$ cat src/rtl/rv32i_encoder.sv
// RV32I I-type encoder: {mnemonic, rd, rs1, imm} -> machine word + imem address, via a 2-entry queue.
// Optional immediate range checking is enabled by defining RV32I_ENC_RANGE_CHECK_EN.
package fe_pkg;
    typedef enum logic [4:0] {
        NULL, ADDI, SLTI, SLTIU, XORI, ORI, ANDI, SLLI, SRLI, SRAI, ADD, LUI
    } RV32I_INSTRUCTION_MNEMONIC_t;
    typedef logic [4:0]  RV32I_RD_t;
    typedef logic [4:0]  RV32I_RS1_t;
    typedef logic [31:0] RV32I_IMM_t;
endpackage

module rv32i_encoder #(
    parameter logic [31:0] BASE_ADDR  = 32'h0040_0000,
    parameter int          IMEM_DEPTH = 1024,
    parameter int          ADDR_W     = 32
) (
    input  logic                                  clk,
    input  logic                                  rst,
    input  logic                                  start,
    input  logic                                  in_valid,
    output logic                                  in_ready,
    input  fe_pkg::RV32I_INSTRUCTION_MNEMONIC_t   mnemonic,
    input  fe_pkg::RV32I_RD_t                     rd,
    input  fe_pkg::RV32I_RS1_t                    rs1,
    input  fe_pkg::RV32I_IMM_t                    imm,
    output logic                                  out_valid,
    input  logic                                  out_ready,
    output logic [31:0]                           out_instr,
    output logic [ADDR_W-1:0]                     out_addr,
    output logic [1:0]                            count,
    output logic                                  err_illegal,
    output logic                                  err_range
);
    import fe_pkg::*;

    localparam logic [6:0]        OPC_IMM = 7'h13;
    localparam logic [31:0]       NOP     = 32'h0000_0013;
    localparam logic [ADDR_W-1:0] BASE_A  = ADDR_W'(BASE_ADDR);
    localparam logic [ADDR_W-1:0] LAST_A  = BASE_A + ADDR_W'(4 * (IMEM_DEPTH - 1));

`ifdef RV32I_ENC_RANGE_CHECK_EN
    function automatic logic imm_out_of_range(input logic signed [31:0] v, input logic is_shift);
        if (is_shift)
            return (v < 0) || (v > 31);
        return (v < -2048) || (v > 2047);
    endfunction
`endif

    logic [2:0]        f3_p0;
    logic [6:0]        f7_p0;
    logic              legal_p0;
    logic              shift_p0;
    logic [31:0]       enc_p0;
    logic [ADDR_W-1:0] addr_p0;
    logic              vld_p0;
    logic              pop;
    logic [ADDR_W-1:0] ctr;
    logic [31:0]       tail_instr_p1;
    logic [ADDR_W-1:0] tail_addr_p1;
    logic              unused_imm_hi;

    // Upper immediate bits only matter to the optional range check.
    assign unused_imm_hi = ^imm[31:12];

    // Stage p0: combinational encode of the incoming request
    always_comb begin
        f3_p0    = 3'd0;
        f7_p0    = 7'h00;
        legal_p0 = 1'b1;
        shift_p0 = 1'b0;
        case (mnemonic)
            ADDI:    f3_p0 = 3'd0;
            SLTI:    f3_p0 = 3'd2;
            SLTIU:   f3_p0 = 3'd3;
            XORI:    f3_p0 = 3'd4;
            ORI:     f3_p0 = 3'd6;
            ANDI:    f3_p0 = 3'd7;
            SLLI:    begin f3_p0 = 3'd1; shift_p0 = 1'b1; end
            SRLI:    begin f3_p0 = 3'd5; shift_p0 = 1'b1; end
            SRAI:    begin f3_p0 = 3'd5; f7_p0 = 7'h20; shift_p0 = 1'b1; end
            default: legal_p0 = 1'b0;
        endcase
        if (!legal_p0)
            enc_p0 = NOP;
        else if (shift_p0)
            enc_p0 = {f7_p0, imm[4:0], rs1, f3_p0, rd, OPC_IMM};
        else
            enc_p0 = {imm[11:0], rs1, f3_p0, rd, OPC_IMM};
    end

    assign in_ready  = (count != 2'd2);
    assign out_valid = (count != 2'd0);
    assign vld_p0    = in_valid & in_ready;
    assign pop       = out_valid & out_ready;
    // A start in the same cycle as an accept hands that word the base address.
    assign addr_p0   = start ? BASE_A : ctr;

    // Stage p1: queue head drives the outputs directly, tail is the second slot
    always_ff @(posedge clk or negedge rst) begin
        if (!rst) begin
            ctr           <= BASE_A;
            count         <= 2'd0;
            out_instr     <= 32'd0;
            out_addr      <= '0;
            tail_instr_p1 <= 32'd0;
            tail_addr_p1  <= '0;
            err_illegal   <= 1'b0;
`ifdef RV32I_ENC_RANGE_CHECK_EN
            err_range     <= 1'b0;
`endif
        end else begin
            if (vld_p0)
                ctr <= (addr_p0 == LAST_A) ? BASE_A : addr_p0 + ADDR_W'(4);
            else if (start)
                ctr <= BASE_A;

            err_illegal <= (err_illegal & ~start) | (vld_p0 & ~legal_p0);
`ifdef RV32I_ENC_RANGE_CHECK_EN
            err_range   <= (err_range & ~start) |
                           (vld_p0 & legal_p0 & imm_out_of_range(signed'(imm), shift_p0));
`endif

            case ({vld_p0, pop})
                2'b10: begin
                    if (count == 2'd0) begin
                        out_instr <= enc_p0;
                        out_addr  <= addr_p0;
                    end else begin
                        tail_instr_p1 <= enc_p0;
                        tail_addr_p1  <= addr_p0;
                    end
                    count <= count + 2'd1;
                end
                2'b01: begin
                    out_instr <= tail_instr_p1;
                    out_addr  <= tail_addr_p1;
                    count     <= count - 2'd1;
                end
                // Push with pop only happens at count==1: new word replaces the head.
                2'b11: begin
                    out_instr <= enc_p0;
                    out_addr  <= addr_p0;
                end
                default: ;
            endcase
        end
    end

`ifndef RV32I_ENC_RANGE_CHECK_EN
    assign err_range = 1'b0;
`endif

endmodule

$ cat config.mk
export PLATFORM = sky130hd
export DESIGN_NAME = rv32i_encoder
export DESIGN_NICKNAME = d
export VERILOG_FILES = /design/src/rtl/rv32i_encoder.sv
export SDC_FILE = /design/constraint.sdc
export NUM_CORES = 1
export LEC_CHECK = 0
export ABC_AREA = 1
export BUFFER_PORTS_ARGS = -buffer_cell sky130_fd_sc_hd__buf_2
export CORE_ASPECT_RATIO = 0.9
export CORE_MARGIN = 2
export CORE_UTILIZATION = 30
export CTS_CLUSTER_SIZE = 25
export DETAILED_ROUTE_END_ITERATION = 7
export GPL_TIMING_DRIVEN = 0
export SLEW_MARGIN = 20
export SYNTH_ARGS = -nofsm -noshare
export SYNTH_HDL_FRONTEND = slang
export SYNTH_SLANG_ARGS = --single-unit
$ cat constraint.sdc
create_clock -name clk -period 3.8 [get_ports clk]
set_clock_uncertainty 0.15 [all_clocks]
set_input_delay 0.76 -clock clk [delete_from_list [all_inputs] [get_ports clk]]
set_output_delay 0.76 -clock clk [all_outputs]
set_load 0.02 [all_outputs]
After elaboration in Yosys (flattened, before gate mapping)
Index checks and enable logic that the tools add are counted.

word-level totals
  register bits after elaboration = 163
  word-level logic and storage cells = 56
  output and inout bits = 70
  bits of input ports = 52

cells by class
  add/subtract/negate cells = 3
  equality and inequality tests = 15
  reduce and logical (&&, ||, !) cells = 9
  bitwise logic cells = 8
  muxes and demuxes = 14

operators by type and width
  operator                                          number
  2-to-1 mux 32 bit                                 7
  case mux 32 bit (3 select lines)                  2
  adder 32 x 3 -> 32 bit (second input constant)    1
  == test 32 x 23 -> 1 bit (second input constant)  1
  case mux 3 bit (7 select lines)                   1
  == test 5 x 3 -> 1 bit (second input constant)    4
  == test 5 x 2 -> 1 bit (second input constant)    2
  == test 5 x 4 -> 1 bit (second input constant)    2
  OR reduction 9 bit                                1
  2-to-1 mux 6 bit                                  1
  == test 5 x 1 -> 1 bit (second input constant)    1
  AND 1 bit                                         4
  == test 2 bit (second input constant)             2
  != test 2 bit (second input constant)             2
  case mux 2 bit (2 select lines)                   1
  AND reduction 2 bit                               2
  nonzero test 2 bit                                2
  NOT 1 bit                                         3
  nonzero test 3 bit                                1
  OR reduction 3 bit                                1
  adder 2 x 1 -> 2 bit (second input constant)      1
  == test 2 x 1 -> 1 bit (second input constant)    1
  zero test 2 bit                                   1
  2-to-1 mux 1 bit                                  2
  other kinds (3)                                   3

Depth between registers and ports, before layout
Gate-level depths: netlist (run 1).

  word-level depth = 7
  gate-level depth with buffers = 15

Worst setup path before layout (run 1)
Ideal clock, no wire load.

  kind = input to register
  from = input start
  to = register ctr[20]
  path slack = 1.293 ns
  arrival = 2.244 ns
  setup time = 0.113 ns
  stages = 15
  buffers on the path = 2
  path through = inv_2 buf_6 buf_4 nand2_1 inv_1 ha_1 nand3_1 nor2_2 nand2_2 nor2_2 nand2_2 nor2_2 nand2_1 nand2_1 inv_1

on the way
  cells in the longest elaborated chain, start to end = 4
  elaborated cells between the ends (all ways) = 5
  classes of those cells = add/sub (1); eq/ne (1); mux (3)

ends and longest elaborated chain
  item                                                                line  source
  start, declared                                                     19    input logic start,
  2-to-1 mux 32 bit (*)                                               --
  net addr_p0[3]                                                      54    logic [ADDR_W-1:0] addr_p0;
  adder 32 x 3 -> 32 bit or == test 32 x 23 -> 1 bit (tied branches)  113   ctr <= (addr_p0 == LAST_A) ? BASE_A : addr_p0 + ADDR_W'(4);
  2-to-1 mux 32 bit (*)                                               113
  2-to-1 mux 32 bit (*)                                               112   if (vld_p0)
  end signal, assigned                                                113
  end, declared                                                       57    logic [ADDR_W-1:0] ctr;

The timed path passes the listed nets; every way through them passes the cells marked *.
A chain may end at the register's enable or synchronous reset.

Worst setup path after layout (run 1)
  from = register count[0]
  to = register out_addr[30]

on the way
  cells in the longest elaborated chain, start to end = 5
  elaborated cells between the ends (all ways) = 12
  classes of those cells = eq/ne (5); mux (1); bitwise (2); reduce/logical (4)

ends and longest elaborated chain
  item                                                           line    source
  start, declared                                                30      output logic [1:0] count,
  start signal, assigned                                         132     count <= count + 2'd1;
  start signal, assigned                                         137     count <= count - 2'd1;
  != test 2 bit or nonzero test 2 bit (tied branches)            91, 92
  AND 1 bit, on equally long branches                            93, 94
  == test 2 bit or == test 2 x 1 -> 1 bit (tied branches)        123     case ({vld_p0, pop})
  != test 2 bit (no line) or nonzero test 3 bit (tied branches)  --
  AND reduction 2 bit (no line)                                  --
  end signal, assigned                                           127     out_addr <= addr_p0;
  end signal, assigned                                           136     out_addr <= tail_addr_p1;
  end signal, assigned                                           142     out_addr <= addr_p0;
  end, declared                                                  29      output logic [ADDR_W-1:0] out_addr,

Several ways; a longest one is shown, not always the timed one.

==> results of run 1 <==
==> cell type report <==
class	instances	area, µm²	share of cell area, %
tap	336	420	4.62
inverter	84	315	3.47
sequential	151	3780	41.5
clock inverter	14	186	2.05
clock buffer	18	439	4.83
multi-input combinational	691	3140	34.5
timing repair buffer	97	518	5.69
buffer	55	297	3.26
==> worst max-delay path by stage <==
stage / startpoint / slack, ns / cells past startpoint / endpoint
final: count[0] / 0.54 / 11 / out_addr[30]
after global routing: count[0] / 0.32 / 11 / out_addr[22]
after CTS: count[0] / 0.64 / 11 / out_addr[22]
after detailed placement: in_valid / 0.38 / 10 / out_addr[22]
after global placement: rst / -0.52 / 1 / tail_addr_p1[22]
after floorplan: start / 1.29 / 15 / ctr[20]
==> metal layers <==
layer  wire length (µm)  part of all wire [%]  GRT usage [%]
met5                  0                     0              0
met4                407                   1.7           4.48
met3               1380                   5.9           3.92
met2              10200                    43           26.5
met1              11500                    49           27.8
==> cell families (layout without fill, tap and decap cells) <==
logic type,Yosys count,in the layout,synth area share (%)
simple gates,532,532,29.6
flops,151,151,50.3
buf+inv,139,268,8.14
compound gates,137,137,9.82
xor+xnor,14,14,1.63
fa+ha+maj,3,3,0.499
other cells,1,5,0.0499
==> sequential cells by signal, indices dropped and copies added, names as in the netlist <==
| register | flops |
|---|---|
| count | 2 |
| out_instr | 26 |
| ctr | 32 |
| tail_addr_p1 | 32 |
| tail_instr_p1 | 26 |
| out_addr | 32 |
| err_illegal | 1 |
==> Yosys cell counts (all sizes together) <==
cell,n
ha,3
nor2,131
nand3,109
nand2,276
inv,83
xor2,9
or2,1
a21oi,50
clkinv,1
xnor2,5
dfrtp,150
and2,1
conb,1
nand3b,1
o21ai,61
clkbuf,20
o211ai,1
nand4,11
dfstp,1
nor3,2
buf,35
a31oi,25
==> power groups by stage <==
stage	Clock, mW	Combinational, mW	Sequential, mW
finish	1.81	2.28	2.33
global route	1.91	2.51	2.39
CTS	1.83	2.30	2.33
detailed placement	0	2.29	2.36
global placement	0	2.26	2.35
floorplan	0	1.03	2.71
==> per-stage QoR <==
stage,instances,TNS [ns]
after global routing,1446,0
after detailed placement,1414,0
after global placement,1413,-76.63
final,1446,0
after CTS,1446,0
after floorplan,981,0
==> summary.md, run 1 <==
| Metric | Value |
|---|---|
| TritonCTS clock tree | yes |
| Portion of total power attributed to sequential cells | 36.3% |
| CP Cell Sequence | inv_2, nand2_1, nand2_1, clkbuf_1, ha_1, clkbuf_1, inv_1, buf_2, clkbuf_1, nand2_1, a31oi_1 |
| Final number of hold-violating endpoints | 0 |
| Initial core utilization | 30.7% |
| Vias in the first global route | 6672 |
| Clk Tree Root Cell | clkbuf_16 |
| Cell count after synthesis | 977 |
| First-pass GRT wire length | 37400 µm |
| Core Util, Final | 37.2% |
| Count of synthesis-stage warnings from yosys | 0 |
| Number of I/O port buffers | 96 |
| Commonest non-fill, non-tap cell in the layout | nand2_1 |
| Startpoint class of the critical path | register |
| Setup repair bufs after CTS | 0 |
| Num CTS Buffers | 17 |
| Grt total ovfl | 0 |
| Sequential share of the synthesized area | 50.3% |
| CTS H-Tree Depth | 4 |
| Unrepaired setup endpoints after global routing | no |
| Count of clock tree sinks | 151 |
| Worst slack, placed | 0.382 ns |
| Post-cts hold buffer count | 0 |
| Pin count of the biggest net entering global routing | 81 |
| Die width | 171 µm |
| Filler cells | 2619 |
| Depth of the most critical reg-to-reg path | 11 |
| Leakage power figure | 4.54 nW |
| DR pass1 iterations | 5 |
| Switching fraction of total power | 40.4% |
| Layout overhead on the synthesized area | 21.0% |
| CORE AREA | 0.0245 mm² |
| Total detailed-routing wirelength | 23400 µm |
| Main area contributors after synthesis | dfrtp_1 50%, nand2_1 14%, nand3_1 7.0% |
| DRC violation count after routing | 0 |
| Placer congestion estimate | 0.919 |
| Worst Hold Slack | 0.139 ns |
| Path type of the worst min-delay path | in -> async |
| Die height | 154 µm |
| Power spent charging and discharging nets | 2.59 mW |
| Critical path start-end classification | reg -> reg |
| I/O pin total | 122 |
| Library cell with the largest summed area after synthesis | dfrtp_1 |
| Combinational Power Share | 35.5% |
| Number of buffers between clock root and the deepest sink | 2 |
| Max-cap violation count | 0 |
| Setup violators final | 0 |
| Req. time, crit path | 3.93 ns |
| Diodes inserted | 0 |
| Clock transition at path regs | 0.07 ns |
| Transition time of the tightest slew-check pin | 0.730 ns |
| Final antenna-violating net count | 0 |
| Average footprint of a synthesized cell | 7.70 µm² |
| Final Total Pwr | 6.41 mW |
| Distinct cells, synth | 33 |
| Upper clock frequency limit | 307 MHz |
| Avg Vias per Cell | 4.82 |
| Top delay family on crit path | buffers and inverters |
| Placed instance area | 0.00847 mm² |
| Count of pins over their slew limit | 0 |
| Synthesized cell area | 0.00752 mm² |
| Initial antenna violation count | 0 |
| Quantity of gates resized following cts | 0 |
| Die footprint | 0.0263 mm² |
| Clock network power share | 28.2% |
| Total vias in the final route | 6967 |
| Post-detail-place hpwl | 17400 µm |
| Final critical path time including I/O delays and setup | 3.26 ns |
| Number of placement rows | 54 |
| Cell with the largest stage delay on the worst path | clkbuf_1 |
| Post-route standard cell area excluding fillers | 0.00910 mm² |
| Capture instance of the worst register-to-register path | out_addr[30] |
| Number of nets at the end of the flow | 1152 |
| Power density normalized to cell area | 705 mW/mm² |
| Commonest non-fill, non-tap cells in the layout | 273 x nand2_1, 150 x dfrtp_1, 125 x nor2_1 |
| Setup ws final | 0.542 ns |
| Post-synthesis sequential element count | 151 |
| Setup slack on the worst flop-to-flop path | 0.54 ns |
| Post-route fraction of the period consumed by the critical path | 85.7% |
| Int Power | 3.82 mW |
| Biggest cell delay along the critical path | 0.58 ns |
| Number of DRC violations after detailed-routing iteration 0 | 418 |
| Largest driver fanout on the critical path | 10 |
| Startpoint of the lowest-slack register-to-register path | count[0] |
| Normalized max-slew margin | 51.3% |
| Crit path buffers/inverters | 6 |
| Portion of synthesized cell area occupied by the leading cell type | 49.9% |
| Critical Path Sink Type | register |
| Share of final-layout standard cells stronger than drive strength 1 | 16.8% |
| GRT Resource Usage Total | 18.3% |
| Maximum resistive drop on vdd | 0.348 mV |
| Run status | finished, final reports clean |
| Crit path arrival time | 3.39 ns |
| Wire per inst | 16.2 µm |
| Worst-Skew Late Latency | 0.42 ns |
(Power assumes the default switching activity.)
==> run 2, diff against run 1 <==
Settings changed: CORE_ASPECT_RATIO 0.9 to 0.8.
==> run 2 against run 1 <==
  * Flip-flop and latch count stayed put
  * Routed wire length is 0.84% higher
  * Largest cell class unchanged
  * Via count is 0.43% higher
  * Highest routed layer unchanged
  * Clock power shrank 8%
  * Sequential share of layout area grew 0.35 points
  * Critical path type unchanged
==> summary.md, run 2 (same netlist as run 1, synthesis figures left out) <==
| Metric | Value |
|---|---|
| GRT Resource Usage Total | 18.5% (+0.20 points) |
| First-pass GRT wire length | 38300 µm (+2.3%) |
| Critical path start-end classification | reg -> reg |
| DRC violation count after routing | 0 (unchanged) |
| Die footprint | 0.0264 mm² (about the same) |
| Met3 usage | 4.40% (+0.49 points) |
| Setup violators final | 0 (unchanged) |
| Upper clock frequency limit | 329 MHz (+7.2%) |
| Launching element of the worst setup path | count[0] |
| Initial antenna violation count | 1 (+1) |
| Max-cap violation count | 0 (unchanged) |
| Pin count of the biggest net entering global routing | 96 (+19%) |
| Startpoint of the lowest-slack register-to-register path | count[0] |
| DR pass1 iterations | 5 (unchanged) |
| Final critical path time including I/O delays and setup | 3.04 ns (-0.220 ns) |
| Count of clock tree sinks | 151 (unchanged) |
| Post-route standard cell area excluding fillers | 0.00902 mm² (-0.83%) |
| Setup repair bufs after CTS | 0 (unchanged) |
| Share of final-layout standard cells stronger than drive strength 1 | 16.8% (unchanged) |
| Critical path endpoint | out_addr[28] |
| Path type of the worst min-delay path | in -> async |
| I/O pin total | 122 (unchanged) |
| Layout overhead on the synthesized area | 20.0% |
| Post-route fraction of the period consumed by the critical path | 80.0% (-5.8 points) |
| Number of buffers between clock root and the deepest sink | 2 (unchanged) |
| Critical Path Sink Type | register |
| Core Util, Final | 36.8% (-0.37 points) |
| Top Registers | ctr x32, out_addr x32, tail_addr_p1 x32 |
| Die width | 181 µm (+5.9%) |
| Leakage power figure | 4.50 nW (-0.90%) |
| Number of DRC violations after detailed-routing iteration 0 | 689 (+65%) |
| Worst-Skew Late Latency | 0.43 ns (about the same) |
| Wire per inst | 16.5 µm (+2.0%) |
| Number of nets at the end of the flow | 1152 (unchanged) |
| Unrepaired setup endpoints after global routing | no |
| Setup slack on the worst flop-to-flop path | 0.76 ns (+0.22 ns) |
| Post-detail-place hpwl | 17100 µm (-1.5%) |
| Commonest non-fill, non-tap cells in the layout | 273 x nand2_1, 150 x dfrtp_1, 125 x nor2_1 |
| Met1 global-route usage | 27.6% (-0.18 points) |
| Largest driver fanout on the critical path | 10 (unchanged) |
| Quantity of gates resized following cts | 0 (unchanged) |
| Clk Tree Root Cell | clkbuf_16 |
| Final number of hold-violating endpoints | 0 (unchanged) |
| Clock transition at path regs | 0.07 ns (about the same) |
| Initial core utilization | 30.7% (-0.057 points) |
| Number of I/O port buffers | 96 (unchanged) |
| Grt total ovfl | 0 (unchanged) |
| Depth of the most critical reg-to-reg path | 11 (unchanged) |
| Transition time of the tightest slew-check pin | 0.738 ns (+0.00770 ns) |
| Req. time, crit path | 3.95 ns (+0.02 ns) |
| Avg Vias per Cell | 4.90 (+1.6%) |
| Num CTS Buffers | 17 (unchanged) |
| Met2 track demand over resource | 26.7% (+0.18 points) |
| Total vias in the final route | 6997 (+0.43%) |
| Capture instance of the worst register-to-register path | out_addr[28] |
| Run status | finished, final reports clean |
| CORE AREA | 0.0245 mm² (+0.18%) |
| Post-cts hold buffer count | 0 (unchanged) |
| Total detailed-routing wirelength | 23600 µm (+0.84%) |
| Placer congestion estimate | 0.959 (+4.4%) |
| Crit path arrival time | 3.19 ns (-0.20 ns) |
| Die height | 146 µm (-5.6%) |
| CTS H-Tree Depth | 4 (unchanged) |
| Vias in the first global route | 6818 (+2.2%) |
| Final antenna-violating net count | 0 (unchanged) |
| Setup TNS Final | 0 ns (unchanged) |
| Normalized max-slew margin | 50.8% (-0.51 points) |
| TritonCTS clock tree | yes |
| Number of placement rows | 51 (-5.6%) |
| Placed instance area | 0.00845 mm² (-0.27%) |
| Maximum resistive drop on vdd | 0.345 mV (-0.72%) |
| Count of pins over their slew limit | 0 (unchanged) |
| Busiest layer in global routing | met1 |
| Commonest non-fill, non-tap cell in the layout | nand2_1 |
| Startpoint class of the critical path | register |
| Power density normalized to cell area | 696 mW/mm² (-1.3%) |
## run 2: cell types whose count changed in the layout (fill, tap and decap cells not counted)
cell        delta
bufinv_16      -2
clkbuf_8       -1
diode_2        +1
clkinvlp_4     +4
inv_8          -1
## run 2: final cells by class
cell class | count | area [µm²]
Clock inverter | 15 | 145
Clock buffer | 17 | 425
Multi-Input combinational cell | 691 | 3140
Sequential cell | 151 | 3780
Timing Repair Buffer | 97 | 518
Tap cell | 318 | 398
Buffer | 55 | 297
Antenna cell | 1 | 2.50
Fill cell | 2604 | 15500
Inverter | 84 | 315
## run 2: critical path, stage by stage (launching register included)
cell	delay, ns
dfrtp_1	0.43
inv_2	0.12
nand2_1	0.07
nand2_1	0.18
clkbuf_1	0.48
ha_1	0.25
clkbuf_1	0.31
inv_1	0.10
buf_2	0.20
clkbuf_1	0.34
nand2_1	0.18
a31oi_1	0.10
## run 2: power by group
group | total [mW] | internal (mW) | leakage (nW) | switching [mW]
Clock | 1.67 | 0.915 | 0.270 | 0.759
Sequential | 2.32 | 2.07 | 1.98 | 0.260
Combinational | 2.28 | 0.686 | 2.25 | 1.59
Total | 6.28 | 3.67 | 4.50 | 2.61
## run 2: worst min-delay path by stage
stage	from	end	slack [ns]	cells after the start
floorplan	tail_instr_p1[4]	tail_instr_p1[4]	0.28	1
finish	rst	tail_instr_p1[22]	0.10	1
global route	rst	tail_instr_p1[22]	0.13	1
CTS	rst	tail_addr_p1[28]	0.12	1
detailed placement	tail_instr_p1[4]	tail_instr_p1[4]	0.30	1
global placement	tail_instr_p1[4]	tail_instr_p1[4]	0.30	1
## run 2: metal layers
| layer | vias to the layer above | wire length (µm) |
|---|---|---|
| met1 | 3367 | 11800 |
| met3 | 34 | 1470 |
| met2 | 213 | 9930 |
| li1 | 3383 | - |
| met5 | - | 0 |
| met4 | 0 | 364 |
## run 2: stage by stage
stage / std cells / power [mW] / hold slack, ns / setup WS (ns)
after global routing: 1429 / 6.66 / 0.134 / 0.514
after global placement: 1395 / 4.60 / 0.300 / -0.605
after floorplan: 981 / 3.74 / 0.284 / 1.29
after CTS: 1428 / 6.33 / 0.118 / 0.769
after detailed placement: 1396 / 4.64 / 0.302 / 0.499
final: 1429 / 6.28 / 0.101 / 0.762
==> run 3, diff against run 2 <==
Clock period 3.8 ns to 2.8 ns, I/O delays scaled along.
==> run 3 against run 2 <==
  * Non-clock buffer count unchanged
  * Global-route usage about the same
  * Maximum frequency increased by 16%
  * Total power increased by 36%
  * Hold slack improved by 0.11 ns
  * Critical path type unchanged
  * Critical endpoint is now tail_instr_p1[24]
==> summary.md, run 3 (same netlist as run 1, synthesis figures left out) <==
| Metric | Value |
|---|---|
| Startpoint class of the critical path | register |
| Core Util, Final | 36.9% (+0.066 points) |
| Share of final-layout standard cells stronger than drive strength 1 | 17.4% (+0.63 points) |
| Worst-Skew Late Latency | 0.44 ns (about the same) |
| Grt total ovfl | 0 (unchanged) |
| GRT Resource Usage Total | 18.5% (-0.022 points) |
| Power density normalized to cell area | 944 mW/mm² (+36%) |
| Worst slack, placed | -0.301 ns (-0.800 ns) |
| Top Registers | ctr x32, out_addr x32, tail_addr_p1 x32 |
| Number of I/O port buffers | 96 (unchanged) |
| Clock transition at path regs | 0.07 ns (about the same) |
| Number of placement rows | 51 (unchanged) |
| Critical path start-end classification | reg -> reg |
| Total detailed-routing wirelength | 23600 µm (about the same) |
| Max-cap violation count | 0 (unchanged) |
| Die height | 146 µm (unchanged) |
| Die width | 181 µm (unchanged) |
| Num CTS Buffers | 17 (unchanged) |
| Pin count of the biggest net entering global routing | 96 (unchanged) |
| Transition time of the tightest slew-check pin | 0.718 ns (-0.0201 ns) |
| Number of DRC violations after detailed-routing iteration 0 | 667 (-3.2%) |
| TritonCTS clock tree | yes |
| Count of clock tree sinks | 151 (unchanged) |
| Final number of hold-violating endpoints | 0 (unchanged) |
| Leakage power figure | 4.52 nW (+0.43%) |
| Avg Vias per Cell | 4.91 (+0.31%) |
| Crit path arrival time | 2.85 ns (-0.34 ns) |
| Die footprint | 0.0264 mm² (unchanged) |
| Req. time, crit path | 3.02 ns (-0.93 ns) |
| Placer congestion estimate | 0.959 (unchanged) |
| Upper clock frequency limit | 380 MHz (+16%) |
| Placed instance area | 0.00845 mm² (unchanged) |
| Setup TNS Final | 0 ns (unchanged) |
| CTS H-Tree Depth | 4 (unchanged) |
| Normalized max-slew margin | 52.1% (+1.3 points) |
| CP Cell Sequence | inv_2, a21oi_4, buf_2, ha_1, nand2_1, clkinv_1, buf_2, nand3_1, nand2_1 |
| Number of buffers between clock root and the deepest sink | 2 (unchanged) |
| Count of pins over their slew limit | 0 (unchanged) |
| Largest driver fanout on the critical path | 10 (unchanged) |
| Critical Path Sink Type | register |
| Wire per inst | 16.5 µm (about the same) |
| Number of nets at the end of the flow | 1152 (unchanged) |
| Unrepaired setup endpoints after global routing | no |
| Instance count along the most critical hold path | 3 |
| Initial antenna violation count | 1 (unchanged) |
| Layout overhead on the synthesized area | 20.2% |
| DRC violation count after routing | 0 (unchanged) |
| Path type of the worst min-delay path | in -> reg |
| DR pass1 iterations | 6 (+1) |
| Post-route fraction of the period consumed by the critical path | 93.9% (+14 points) |
| Setup violators final | 0 (unchanged) |
| Crit path buffers/inverters | 4 (-2) |
| Commonest non-fill, non-tap cell in the layout | nand2_1 |
| Total vias in the final route | 7019 (+0.31%) |
| Top delay family on crit path | buffers and inverters |
| Cell count along the critical path | 9 (-2) |
| Placed instance count | 1396 (unchanged) |
| Initial core utilization | 30.7% (unchanged) |
| Post-route insts no fill | 1429 (unchanged) |
| Final critical path time including I/O delays and setup | 2.63 ns (-0.410 ns) |
| Vias in the first global route | 6810 (-0.12%) |
| First-pass GRT wire length | 38300 µm (about the same) |
| Commonest non-fill, non-tap cells in the layout | 272 x nand2_1, 150 x dfrtp_1, 125 x nor2_1 |
| Depth of the most critical reg-to-reg path | 9 (-2) |
| Final Total Pwr | 8.53 mW (+36%) |
| Worst Hold Slack | 0.209 ns (+0.108 ns) |
| Maximum resistive drop on vdd | 0.469 mV (+36%) |
| I/O pin total | 122 (unchanged) |
| Biggest cell delay along the critical path | 0.43 ns (-0.05 ns) |
| Clk Tree Root Cell | clkbuf_16 |
| Setup ws final | 0.172 ns (-0.590 ns) |
| Cell with the largest stage delay on the worst path | dfrtp_1 |
| Post-detail-place hpwl | 17100 µm (unchanged) |
| Final antenna-violating net count | 0 (unchanged) |
| CORE AREA | 0.0245 mm² (unchanged) |
| Post-route standard cell area excluding fillers | 0.00904 mm² (+0.18%) |
| Run status | finished, final reports clean |
run 3: changes by cell type in the layout (fill, tap and decap cells not counted), sizes merged:
cell and delta:
buf +2, clkbuf -3, dlygate4sd3 +1
run 3: cell type report:
| cell class | count | area [µm²] |
|---|---|---|
| diodes | 1 | 2.50 |
| plain buffers | 54 | 300 |
| clock buffers | 17 | 425 |
| clock inverters | 15 | 145 |
| fillers | 2598 | 15500 |
| inverters | 84 | 315 |
| multi-input cells | 691 | 3140 |
| flip-flops and latches | 151 | 3780 |
| well taps | 318 | 398 |
| repair buffers | 98 | 528 |
run 3: power breakdown:
group / switching, mW / internal, mW
clock: 1.03 / 1.24
combinational: 2.16 / 0.938
sequential: 0.353 / 2.80
total: 3.55 / 4.98
run 3: final timing paths:
check	slack [ns]	end	startpoint
worst min-delay path	0.21	tail_instr_p1[15]	rs1[0]
worst max-delay path	0.17	tail_instr_p1[24]	count[0]
max in group asynchronous	1.18	out_instr[25]	rst
worst min register to register	0.32	tail_instr_p1[4]	tail_instr_p1[4]
min in group asynchronous	0.49	tail_instr_p1[22]	rst
worst max register to register	0.17	tail_instr_p1[24]	count[0]
run 3: per-layer routing:
metal | vias to the layer above | share of wire [%] | track usage (%)
met2 | 218 | 42 | 26.7
met3 | 24 | 6.3 | 4.40
met4 | 0 | 1.1 | 5.16
met5 | - | 0 | 0
li1 | 3385 | - | -
met1 | 3392 | 50 | 27.6
run 3: timing repair:
item	in CTS	in global routing
pin swaps	0	0
setup endpoints to repair	94	51
hold buffers	1	0
buffers inserted	0	0
cloned	0	0
gates resized for setup	5	5
endpoints found under the hold margin	55	0
run 3: worst reg2reg max path: stages (launching register included):
cell and delay, ns:
dfrtp_1 0.43, inv_2 0.09, a21oi_4 0.40, buf_2 0.39, ha_1 0.21, nand2_1 0.14, clkinv_1 0.23, buf_2 0.31
nand3_1 0.12, nand2_1 0.09
